==> src/rtl/regfile_sb.sv <==
// Parametrised register file with two combinational read ports, optional
// write-to-read bypass, and a per-register busy scoreboard for RAW hazard detection.
module regfile_sb #(
    parameter int WIDTH  = 16,
    parameter int AW     = 3,
    parameter int BYPASS = 1
) (
    input  logic                 clk,
    input  logic                 reset_n,
    input  logic                 write,
    input  logic [AW-1:0]        writenum,
    input  logic [WIDTH-1:0]     data_in,
    input  logic                 lock,
    input  logic [AW-1:0]        locknum,
    input  logic                 flush,
    input  logic [AW-1:0]        anum,
    input  logic [AW-1:0]        bnum,
    output logic [WIDTH-1:0]     a_out,
    output logic [WIDTH-1:0]     b_out,
    output logic                 a_busy,
    output logic                 b_busy,
    output logic [2**AW-1:0]     busy_vec,
    output logic                 hazard
);

    localparam int unsigned NREGS = 2**AW;

    logic [WIDTH-1:0] regs_q [NREGS];
    logic [WIDTH-1:0] regs_d [NREGS];
    logic [NREGS-1:0] busy_q;
    logic [NREGS-1:0] busy_d;
    logic             byp_a;
    logic             byp_b;

    always_comb begin
        regs_d = regs_q;
        if (write) begin
            regs_d[writenum] = data_in;
        end
    end

    // Lock is applied after the writeback clear so a new producer wins a same-index collision.
    always_comb begin
        busy_d = busy_q;
        if (flush) begin
            busy_d = '0;
        end else begin
            if (write) begin
                busy_d[writenum] = 1'b0;
            end
            if (lock) begin
                busy_d[locknum] = 1'b1;
            end
        end
    end

    always_ff @(posedge clk or negedge reset_n) begin
        if (!reset_n) begin
            for (int unsigned i = 0; i < NREGS; i++) begin
                regs_q[i] <= '0;
            end
            busy_q <= '0;
        end else begin
            regs_q <= regs_d;
            busy_q <= busy_d;
        end
    end

    always_comb begin
        byp_a  = (BYPASS != 0) && write && (writenum == anum);
        byp_b  = (BYPASS != 0) && write && (writenum == bnum);
        a_out  = byp_a ? data_in : regs_q[anum];
        b_out  = byp_b ? data_in : regs_q[bnum];
        a_busy = byp_a ? 1'b0 : busy_q[anum];
        b_busy = byp_b ? 1'b0 : busy_q[bnum];
        hazard = a_busy | b_busy;
    end

    assign busy_vec = busy_q;

endmodule

==> config.mk <==
export PLATFORM = sky130hd
export DESIGN_NAME = regfile_sb
export DESIGN_NICKNAME = d
export VERILOG_FILES = /design/src/rtl/regfile_sb.sv
export SDC_FILE = /design/constraint.sdc
export NUM_CORES = 1
export LEC_CHECK = 0
export BUFFER_PORTS_ARGS = -buffer_cell sky130_fd_sc_hd__buf_2
export CAP_MARGIN = 10
export CELL_PAD_IN_SITES_DETAIL_PLACEMENT = 1
export CELL_PAD_IN_SITES_GLOBAL_PLACEMENT = 1
export CORE_MARGIN = 1.5
export CORE_UTILIZATION = 45
export CTS_CLUSTER_DIAMETER = 150
export DETAILED_ROUTE_END_ITERATION = 16
export HOLD_SLACK_MARGIN = 0.08
export PLACE_DENSITY = 0.82
export SYNTH_ARGS = -nofsm -noshare
export SYNTH_HDL_FRONTEND = slang
export SYNTH_SLANG_ARGS = --single-unit
==> constraint.sdc <==
create_clock -name clk -period 1.3 [get_ports clk]
set_input_delay 0.065 -clock clk [delete_from_list [all_inputs] [get_ports clk]]
set_output_delay 0.065 -clock clk [all_outputs]
set_load 0.05 [all_outputs]
Word-level counts from Yosys, hierarchy flattened:

Index checks and enable logic that the tools add are counted.

* register bits: 136
* bits in latches: 0
* RAM bits: 0
* memory bits (read-only): 0
* bits of input ports: 33
* memories kept: 0

* add/subtract/negate cells: 0
* multipliers: 0
* div/mod/pow operators: 0
* order comparisons: 10
* equality and inequality tests: 2
* shift-type cells: 0
* mux-type cells: 25
* bitwise logic cells: 7
* reductions and logical operators: 5

Operator list (number)
* 128-bit bitwise mux: 1
* 16-bit two-way mux: 7
* 16-bit binary-select mux with 3-bit select: 2
* 16-bit demux with 3-bit select: 1
* 8-bit two-way mux: 4
* 3-bit by 4-bit < comparator with 1-bit output, second input constant: 4
* 4-bit greater-or-equal comparator, second input constant: 3
* 3-bit inverter with 4-bit output: 3
* 8-bit AND: 1
* 8-bit inverter: 1
* 8-bit bitwise OR: 1
* 1-bit binary-select mux with 3-bit select: 2
* 1-bit demux with 3-bit select: 2
* 3-bit equality test: 2
* 3-bit by 1-bit greater-or-equal comparator with 1-bit output, second input constant: 2
* 1-bit two-way mux: 6
* 1-bit logical AND: 5
* 4-bit by 1-bit < comparator with 1-bit output, second input constant: 1
* 1-bit bitwise OR: 1

Logic depth before layout (Yosys ltp):

Gate-level depths: netlist of the first run.

* depth after elaboration: 11
* gate-level depth with buffers: 6
* depth with buffers taken out: 4

Worst setup path before layout of the first run:

OpenSTA, ideal clock, no wires.

* path kind: reg2out
* start point: register busy_q[7] (netlist: busy_vec[7])
* end point: output hazard
* data arrival time: 2015 ps
* required time: 1235 ps
* path slack: -780 ps
* stages on the path, launching flop included: 5
* buffers on the path: 0
* cell sequence: dfrtp_1 mux4_2 nand2b_1 and3_1 or2_1

* cells in the longest elaborated chain, start to end: 4
* elaborated cells between the ends (all ways): 7
* classes of those cells: 6 x mux; 1 x bitwise

Ends and longest elaborated chain
* from (decl): RTL line 30 `logic [NREGS-1:0] busy_q;`
* from (signal assigned): RTL line 65 `busy_q <= busy_d;`
* 1-bit binary-select mux with 3-bit select: RTL line 75 `b_busy = byp_b ? 1'b0 : busy_q[bnum];`
* 1-bit two-way mux (implied by the code): RTL line 75
* 1-bit two-way mux: RTL line 75
* net b_busy: RTL line 21 `output logic b_busy,`
* 1-bit bitwise OR: RTL line 76 `hazard = a_busy | b_busy;`
* to (decl): RTL line 23 `output logic hazard`

The timed path passes the listed nets, and every way through them passes these cells. The select of a mux whose other input is x is not followed.

Worst setup path in the final report of the first run:

* start point: register busy_q[4] (netlist: busy_vec[4])
* end point: output hazard

* cells in the longest elaborated chain, start to end: 4
* elaborated cells between the ends (all ways): 7
* classes of those cells: 6 x mux; 1 x bitwise

Ends and longest elaborated chain (RTL line)
* 1-bit binary-select mux with 3-bit select, on equally long branches: 74, 75
* 1-bit two-way mux, on equally long branches (2 in series): 74, 75
* 1-bit bitwise OR (*): 76

Mark *: on every way between the ends. The rest lies on a longest branch, timed or not. The select of a mux whose other input is x is not followed.

==> flow_metrics.tcl, run 1 <==
set metrics [dict create \
    die_x_um 134 \
    grt_pass1_vias 6631 \
    portBuffers 75 \
    hold_viol 0 \
    syn_nets 578 \
    grt_max_degree 41 \
    clock_skew_ns 0 \
    synth_seq_area_share_pct 44.3 \
    crit_type "register to primary output" \
    layout_commonest_cell "dfrtp_1" \
    wl_per_cell_um 29.0 \
    drc 0 \
    slew_viol_final 0 \
    cp.required_ns 1.24 \
    setup_slack_ns -0.863 \
    drt_pass1_iterations 4 \
    total_power_mw 17.8 \
    status "complete, but fails checks" \
    crit_path_max_fanout 3 \
    ios 76 \
    design.core.area_um2 16600 \
    whs_path_depth 5 \
    clk_pin_slew_ns 0.07 \
    max-vdd-ir-drop_uv 983 \
    die_area_um2 17900 \
    finalSetupTns_ns -20.70 \
    cts-root-buf "clkbuf_16" \
    drive_above_1_share_pct 64.7 \
    clk_latency_ns 0.43 \
    vias_per_cell 6.19 \
    wirelength_um 26700 \
    power_density_nw_per_um2 1670 \
    cp-end-kind "primary output" \
    period_minus_slack_ns 2.16 \
    synth.ff_latch_count 136 \
    cts.sinks 136 \
    dp_hpwl_um 15400 \
    hp-class "primary input to register" \
    failed_checks "setup timing" \
    setup_viol 36 \
    p_leak_nw 4.40 \
    overflow 0 \
    worstSetupStartpointType "register" \
    syn-cell-area_um2 7680 \
    crit_start "busy_vec[4]$_DFF_PN0_" \
    arrival_ns 2.10 \
    ant_nets 0 \
    fin_util_pct 64.0 \
    grt_first_pass_wirelength_um 40900 \
    place.gp.congestion 0.822 \
    r2r_cells 5 \
    initial_utilization_pct 46.1 \
    pre_cts_ws_ns -0.487 \
    fill_cells 1515 \
    worstMarginPinSlew_ns 0.450 \
    drt_iter0_markers 329 \
    synth.avg_cell_area_um2 14.1 \
    n_antenna_cell 0 \
    max-slew-margin-rel_pct 70.0 \
    rsz0062_at_grt "yes" \
    fmax_mhz 462 \
    cts_tree "built" \
    track_usage_pct 31.3 \
    syn_inst 545 \
    final_cell_mix "132 x dfrtp_1, 122 x mux2_2, 66 x mux4_2" \
    cts_max_path_buffers 2 \
    h-tree-depth 4 \
    row_count 47 \
    min_from "locknum[2]" \
    antenna_found_initial 0 \
    max_cap_viol_count 0 \
    dr_total_vias 5691 \
    syn2layout_area_growth_pct 38.7 \
    nets 720 \
    cts_made_buffers 17 \
    yosysUniqueCellTypes 29 \
    die_h_um 134 \
    yosys_warnings 0 \
    r2r_start "busy_vec[4]$_DFF_PN0_" \
    fin_crit_sh_pct 166 \
]
## layout make-up
cell class	count	area (µm²)	share of cell area, %
flip-flops and latches	136	3410	32.0
well taps	220	275	2.58
repair buffers	180	1710	16.1
clock buffers	22	484	4.55
multi-input cells	352	4580	43.0
clock inverters	10	189	1.77
## cell usage after synthesis
| library cell | count | share of area, % |
|---|---|---|
| nor3_4 | 1 | 0.21 |
| buf_4 | 11 | 1.1 |
| buf_2 | 12 | 0.78 |
| nand2b_1 | 6 | 0.49 |
| dfrtp_1 | 136 | 44 |
| nor2b_4 | 1 | 0.18 |
| mux2_1 | 6 | 0.88 |
| clkbuf_1 | 12 | 0.59 |
| nor2_1 | 39 | 1.9 |
| a21oi_1 | 38 | 2.5 |
| and2_1 | 2 | 0.16 |
| nand3_2 | 3 | 0.39 |
| nand2_1 | 5 | 0.24 |
| nand4_1 | 3 | 0.24 |
| nand4_2 | 1 | 0.16 |
| or2_1 | 1 | 0.082 |
| and3_1 | 1 | 0.082 |
| xnor2_1 | 6 | 0.68 |
| a22oi_1 | 2 | 0.20 |
| nor2b_1 | 7 | 0.57 |
| nor3b_4 | 1 | 0.24 |
| mux4_2 | 66 | 19 |
| nand3_1 | 2 | 0.13 |
| mux2i_1 | 36 | 4.7 |
| buf_1 | 17 | 0.83 |
| buf_6 | 5 | 0.73 |
| mux2_2 | 122 | 18 |
| a32oi_1 | 2 | 0.23 |
| and3_4 | 1 | 0.15 |
## critical path, stage by stage (launching register included)
cell and delay, ns:
dfrtp_2 0.43, mux4_2 0.50, nand2b_4 0.16, and3_4 0.17
or2_4 0.24, buf_8 0.15
## routing by layer
| metal | global-route usage (%) | share of wire [%] | vias up |
|---|---|---|---|
| met1 | 36.5 | 38 | 3031 |
| met5 | 0 | 0 | - |
| met3 | 5.86 | 4.9 | 89 |
| li1 | - | - | 2347 |
| met2 | 55.0 | 53 | 224 |
| met4 | 16.5 | 4.1 | 0 |
## final timing paths
check,slack (ns),end
worst max register to register,0.14,busy_vec[4]$_DFF_PN0_
worst max-delay path,-0.86,hazard
max in group asynchronous,0.54,regs_q[50]$_DFFE_PN0P_
worst min register to register,0.51,regs_q[84]$_DFFE_PN0P_
min in group asynchronous,0.12,busy_vec[6]$_DFF_PN0_
worst min-delay path,0.03,busy_vec[6]$_DFF_PN0_
## cell families (layout without fill, tap and decap cells)
group / after synthesis / count (layout) / share of synthesized area, %
xor+xnor: 6 / 6 / 0.684
mux: 230 / 230 / 42.8
simple gates: 74 / 74 / 5.25
flops: 136 / 136 / 44.3
compound gates: 42 / 42 / 2.90
buf+inv: 57 / 212 / 4.01
## per-stage QoR
stage          hold WS [ns]  instances  cell area [µm²]
5_1_grt               0.108        920            10600
4_1_cts               0.113        911            10500
3_3_place_gp        0.00758        847             9160
3_5_place_dp         0.0145        847             9160
2_1_floorplan        -0.231        545             8170
6_report             0.0253        920            10600
## sequential cells by signal, indices dropped and copies added (netlist names)
| name | cells |
|---|---|
| regs_q | 128 |
| busy_vec | 8 |
## power breakdown
part,total (mW),leakage (nW),internal [mW],switching [mW]
Sequential,5.93,1.64,5.13,0.806
Clock,5.60,0.327,3.62,1.98
Combinational,6.23,2.43,3.08,3.15
## timing repair
| action | CTS | global route |
|---|---|---|
| resized for setup | 85 | 17 |
| buffers inserted | 8 | 13 |
| pin swaps | 13 | 9 |
| endpoints found under the hold margin | 271 | 0 |
| endpoints found under the setup margin | 35 | 41 |
| hold buffers | 24 | 0 |
Note: power is estimated with default switching activity, not from simulation.
==> inputs of run 2 (changes only) <==
- ABC_AREA: unset -> 1
- CORE_UTILIZATION: 45 -> 39
- PLACE_DENSITY: 0.82 -> 0.83
==> run 2 against run 1 <==
The flow still finishes with violations (setup timing). Synthesized cell count grew 140%. Die area grew 25%. Combinational power grew 2%. Sequential share of layout area shrank 2.9 points. Final cell count grew 88%. Clock power shrank 9.5%. Non-clock buffer count grew 32. Sequential cell count is the same. Hold slack gained 0.053 ns. Clock skew is the same. Total power shrank 3.9%. Fmax grew 16%.
==> flow_metrics.tcl, run 2 <==
set metrics [dict create \
    cts_tree "built" \
    muxShareOfSynthArea_pct 0 \
    synth_seq_area_share_pct 40.8 \
    portBuffers 75 \
    pre_cts_ws_ns -0.0722 \
    cp-end-kind "primary output" \
    place.gp.congestion 0.803 \
    vias_per_cell 6.58 \
    track_usage_pct 36.4 \
    grt_first_pass_wirelength_um 61100 \
    p_leak_nw 6.12 \
    cts_made_buffers 17 \
    synth_adder_area_share_pct 0 \
    cts.sinks 136 \
    final_cell_mix "461 x nand2_1, 128 x dfrtp_1, 118 x o21ai_0" \
    crit_start "regs_q[19]$_DFFE_PN0P_" \
    row_count 53 \
    cts-root-buf "clkbuf_16" \
    setup_viol 43 \
    drt_pass1_iterations 6 \
    period_minus_slack_ns 1.86 \
    yosys_warnings 0 \
    holdWs_ns 0.0779 \
    r2r_start "regs_q[37]$_DFFE_PN0P_" \
    ios 76 \
    max-vdd-ir-drop_uv 947 \
    drc 0 \
    whs_path_depth 3 \
    rsz0062_at_grt "yes" \
    antenna_found_initial 1 \
    yosysMostFrequentCell "nand2_1" \
    syn_inst 1288 \
    initial_utilization_pct 39.7 \
    grt_max_degree 70 \
    max_cap_viol_count 0 \
    crit_path_max_fanout 2 \
    synth.ff_latch_count 136 \
    status "complete, but fails checks" \
    die_area_um2 22300 \
    grt_pass1_vias 10700 \
    dp.cells 1612 \
    r2r_cells 4 \
    fill_cells 2589 \
    ant_nets 0 \
    crit_type "register to primary output" \
    max-slew-margin-rel_pct 51.4 \
    dp_hpwl_um 19900 \
    syn_nets 1321 \
    synthXorXnorAreaFrac_pct 0 \
    overflow 0 \
    dr_total_vias 11400 \
    failed_checks "setup timing" \
    layout_commonest_cell "nand2_1" \
    arrival_ns 1.80 \
    largest_reg_flops 128 \
    die_h_um 149 \
    worstSetupStartpointType "register" \
    design_area_um2 11700 \
    synth_top_family_by_area "simple AND/OR/NAND/NOR gates" \
    n_antenna_cell 0 \
    syn-cell-area_um2 8340 \
    yosysUniqueCellTypes 19 \
    fin_crit_sh_pct 143 \
    fmax_mhz 537 \
    min_from "data_in[12]" \
    nets 1473 \
    synthTopCellsByArea "dfrtp_1 41%, nand2_1 23%, nand3_1 14%" \
    wirelength_um 49300 \
    worstMarginPinSlew_ns 0.730 \
    clock_skew_ns 0 \
    postPlaceCellArea_um2 9360 \
    hp-class "primary input to register" \
    setup_slack_ns -0.562 \
    cts_max_path_buffers 2 \
    synth_top_area_cell "dfrtp_1" \
    wl_per_cell_um 28.6 \
    die_x_um 149 \
    drive_above_1_share_pct 35.1 \
    fin_cells 1728 \
    clk_latency_ns 0.45 \
    cp.required_ns 1.24 \
    drt_iter0_markers 1351 \
    clk_pin_slew_ns 0.07 \
    power_density_nw_per_um2 1460 \
    synthArstFlopShare_pct 100 \
    synth_common_cells "512 x nand2_1, 233 x nand3_1, 161 x inv_1" \
    total_power_mw 17.1 \
    slew_viol_final 0 \
    design.core.area_um2 21000 \
    syn2layout_area_growth_pct 40.5 \
    synth.avg_cell_area_um2 6.48 \
    regMostFlops "regs_q" \
    h-tree-depth 4 \
    synth_ff_type "dfrtp_1" \
    synth-simple-area-share_pct 38.5 \
    hold_viol 0 \
    synth-compound-area-share_pct 8.16 \
    synth-edff-count 0 \
    synth_top_area_share_pct 40.8 \
]
-- run 2: cell types whose count changed in the layout (fill, tap and decap cells not counted), sizes merged, moves of 21 or more --
cell   change
mux2i     -36
nand2    +509
mux2     -128
nor2      -21
nand3    +228
o21ai    +128
buf       +38
mux4      -66
inv      +171
a21oi     -30
-- run 2: cells by family after synthesis --
family          count (synthesis)
compound gates                136
flops                         136
simple gates                  767
buf+inv                       249
-- run 2: report_power, final --
| part | internal [mW] | switching, mW | leakage, nW |
|---|---|---|---|
| logic | 2.16 | 4.17 | 4.14 |
| registers | 4.99 | 0.679 | 1.71 |
| clock network | 2.83 | 2.24 | 0.265 |
-- run 2: worst max-delay path, cell delays in order, from the launching register on --
cell and delay [ns]:
dfrtp_1 0.42, inv_2 0.09, nand2_1 0.11, nand3_2 0.11
nand3_2 0.10, nand3_2 0.18, nand2_1 0.15, buf_6 0.17
-- run 2: final cells by class --
class	count	area, µm²	area share, %
Multi-Input combinational cell	903	4690	40.0
Sequential cell	136	3410	29.1
Timing Repair Buffer	212	2040	17.4
Inverter	170	651	5.55
Clock buffer	18	429	3.66
Tap cell	275	344	2.94
Clock inverter	14	150	1.28
-- run 2: final timing paths --
path	endpoint	slack, ns
setup / recovery	a_out[3]	-0.56
max in group asynchronous	busy_vec[6]$_DFF_PN0_	0.17
hold / removal	regs_q[92]$_DFFE_PN0P_	0.08
setup reg to reg	regs_q[37]$_DFFE_PN0P_	0.27
hold reg to reg	regs_q[95]$_DFFE_PN0P_	0.49
min in group asynchronous	regs_q[58]$_DFFE_PN0P_	0.22
-- run 2: stage by stage --
step                      TNS [ns]  util [%]
final                       -13.77      55.7
after global routing        -14.46      55.7
after CTS                    -7.66      51.5
after detailed placement     -1.09      44.5
after global placement      -0.335      44.5
after floorplan                  0         -
-- run 2: routing by layer --
metal  part of all wire, %  global-route usage (%)
met1                    34                    42.0
met3                    11                    7.43
met4                   9.7                    27.4
met5                     0                       0
met2                    45                    59.5
-- run 2: what timing repair did --
action / in CTS / in global routing
endpoints found under the setup margin: 35 / 39
setup buffers: 31 / 35
gates resized for setup: 164 / 199
pin swaps: 73 / 83
hold buffers: 18 / 0
hold endpoints to repair: 174 / 0
==> inputs of run 3 (changes only) <==
- CORE_UTILIZATION: 39 -> 30
- PLACE_DENSITY: 0.83 -> 0.67
==> run 3 against run 2 <==
The run still ends with setup timing left. Fmax grew 19%. Sequential cell count did not move. Worst setup slack improved by 0.30 ns. Clock skew is the same. First-iteration DRC count is 47% lower. Cell area grew 2.4%. Sequential power shrank 3%. Total power decreased by 5.3%. Clock power up 2%. Largest power group is now sequential cells. Sequential share of layout area shrank 0.69 points. Critical path depth unchanged.
==> flow_metrics.tcl, run 3 (synthesis gave the netlist of run 2 again) <==
set metrics [dict create \
    initial_utilization_pct 30.8 \
    syn2layout_area_growth_pct 43.9 \
    vias_per_cell 5.04 \
    cts_tree "built" \
    clk_pin_slew_ns 0.07 \
    failed_checks "setup timing" \
    r2r_start "regs_q[16]$_DFFE_PN0P_" \
    multi_input_area_um2 4880 \
    fmax_mhz 640 \
    rsz0062_at_grt "yes" \
    regMostFlops "regs_q" \
    antenna_found_initial 0 \
    ios 76 \
    worstSetupStartpointType "register" \
    cts-root-buf "clkbuf_16" \
    fin_util_pct 44.3 \
    ant_nets 0 \
    track_usage_pct 24.1 \
    crit_path_max_fanout 3 \
    n_antenna_cell 0 \
    cp-end-kind "primary output" \
    overflow 0 \
    ff2ff_setup_slack_ns 0.40 \
    reg2reg_to "regs_q[16]$_DFFE_PN0P_" \
    die_x_um 170 \
    cts_max_path_buffers 2 \
    drt_pass1_iterations 5 \
    fill_cells 3388 \
    period_minus_slack_ns 1.56 \
    drive_above_1_share_pct 39.7 \
    nets 1459 \
    portBuffers 75 \
    cts_made_buffers 17 \
    crit_type "register to primary output" \
    seqCellArea_um2 3410 \
    crit_start "busy_vec[0]$_DFF_PN0_" \
    total_power_mw 16.2 \
    drt_iter0_markers 715 \
    power_density_nw_per_um2 1350 \
    dp.cells 1722 \
    die_h_um 170 \
    wirelength_um 34700 \
    place.gp.congestion 0.828 \
    cp-endpoint "hazard" \
    cts.sinks 136 \
    final_cell_mix "440 x nand2_1, 152 x nand3_2, 128 x dfrtp_1" \
    fin_cells 1811 \
    h-tree-depth 4 \
    clock_skew_ns 0 \
    grt_max_degree 41 \
    arrival_ns 1.50 \
    grt_first_pass_wirelength_um 52900 \
    holdWs_ns 0.0755 \
    design.core.area_um2 27100 \
    cp.required_ns 1.24 \
    drc 0 \
    hold_viol 0 \
    grt_pass1_vias 9451 \
    pre_cts_ws_ns -0.150 \
    dr_total_vias 9121 \
    largest_reg_flops 128 \
    wl_per_cell_um 19.2 \
    p_leak_nw 6.14 \
    max-slew-margin-rel_pct 68.8 \
    die_area_um2 28800 \
    max-vdd-ir-drop_uv 922 \
    r2r_cells 4 \
    dp_hpwl_um 21500 \
    max_cap_viol_count 0 \
    layout_commonest_cell "nand2_1" \
    clk_latency_ns 0.44 \
    setup_slack_ns -0.262 \
    slew_viol_final 0 \
    status "complete, but fails checks" \
    setup_viol 35 \
    fin_crit_sh_pct 120 \
    worstMarginPinSlew_ns 0.468 \
    row_count 60 \
    hp-class "primary input to register" \
]
==> run 3: worst min-delay path by stage <==
stage               cells past startpoint                      end  slack [ns]         from
finish                                  3   regs_q[93]$_DFFE_PN0P_        0.08  data_in[13]
global route                            3   regs_q[45]$_DFFE_PN0P_        0.13  data_in[13]
CTS                                     3   regs_q[93]$_DFFE_PN0P_        0.08  data_in[13]
detailed placement                      1  regs_q[100]$_DFFE_PN0P_        0.02      reset_n
global placement                        1  regs_q[100]$_DFFE_PN0P_        0.01      reset_n
floorplan                               0    busy_vec[0]$_DFF_PN0_       -0.23      reset_n
==> run 3: what timing repair did <==
item                                    4_1_cts  5_1_grt
buffers inserted                             13       33
pin swaps                                    46       88
gates resized for setup                     188      231
hold buffers                                 12        0
hold endpoints to repair                    150        0
endpoints found under the setup margin       35       38
==> run 3: report_power, final <==
part / internal [mW] / switching, mW
registers: 4.99 / 0.522
clock network: 3.07 / 2.07
logic: 2.11 / 3.39
total: 10.2 / 5.99
==> run 3: metrics by stage <==
step                TNS [ns]  instance area, µm²
floorplan                  0                8350
global placement       -2.61                9660
detailed placement     -2.90                9660
CTS                    -7.61               11000
global route           -9.36               12000
finish                 -7.28               12000
==> run 3: area by class of cell <==
class	count	area share, %
well taps	372	3.88
clock inverters	14	1.45
multi-input cells	903	40.6
repair buffers	198	16.5
clock buffers	18	3.66
flip-flops and latches	136	28.4
inverters	170	5.42
==> run 3: worst max-delay path, cell delays in order, from the launching register on <==
cell	delay (ns)
dfrtp_2	0.43
nor2_2	0.08
nor2_1	0.04
nand2_1	0.09
nand3_2	0.08
nand3_2	0.12
nand2_2	0.06
buf_6	0.15
==> run 3: per-layer routing <==
layer | track usage [%] | share of wire (%)
met5 | 0 | 0
met4 | 5.89 | 1.1
met3 | 3.03 | 4.1
met2 | 40.1 | 48
met1 | 33.2 | 47
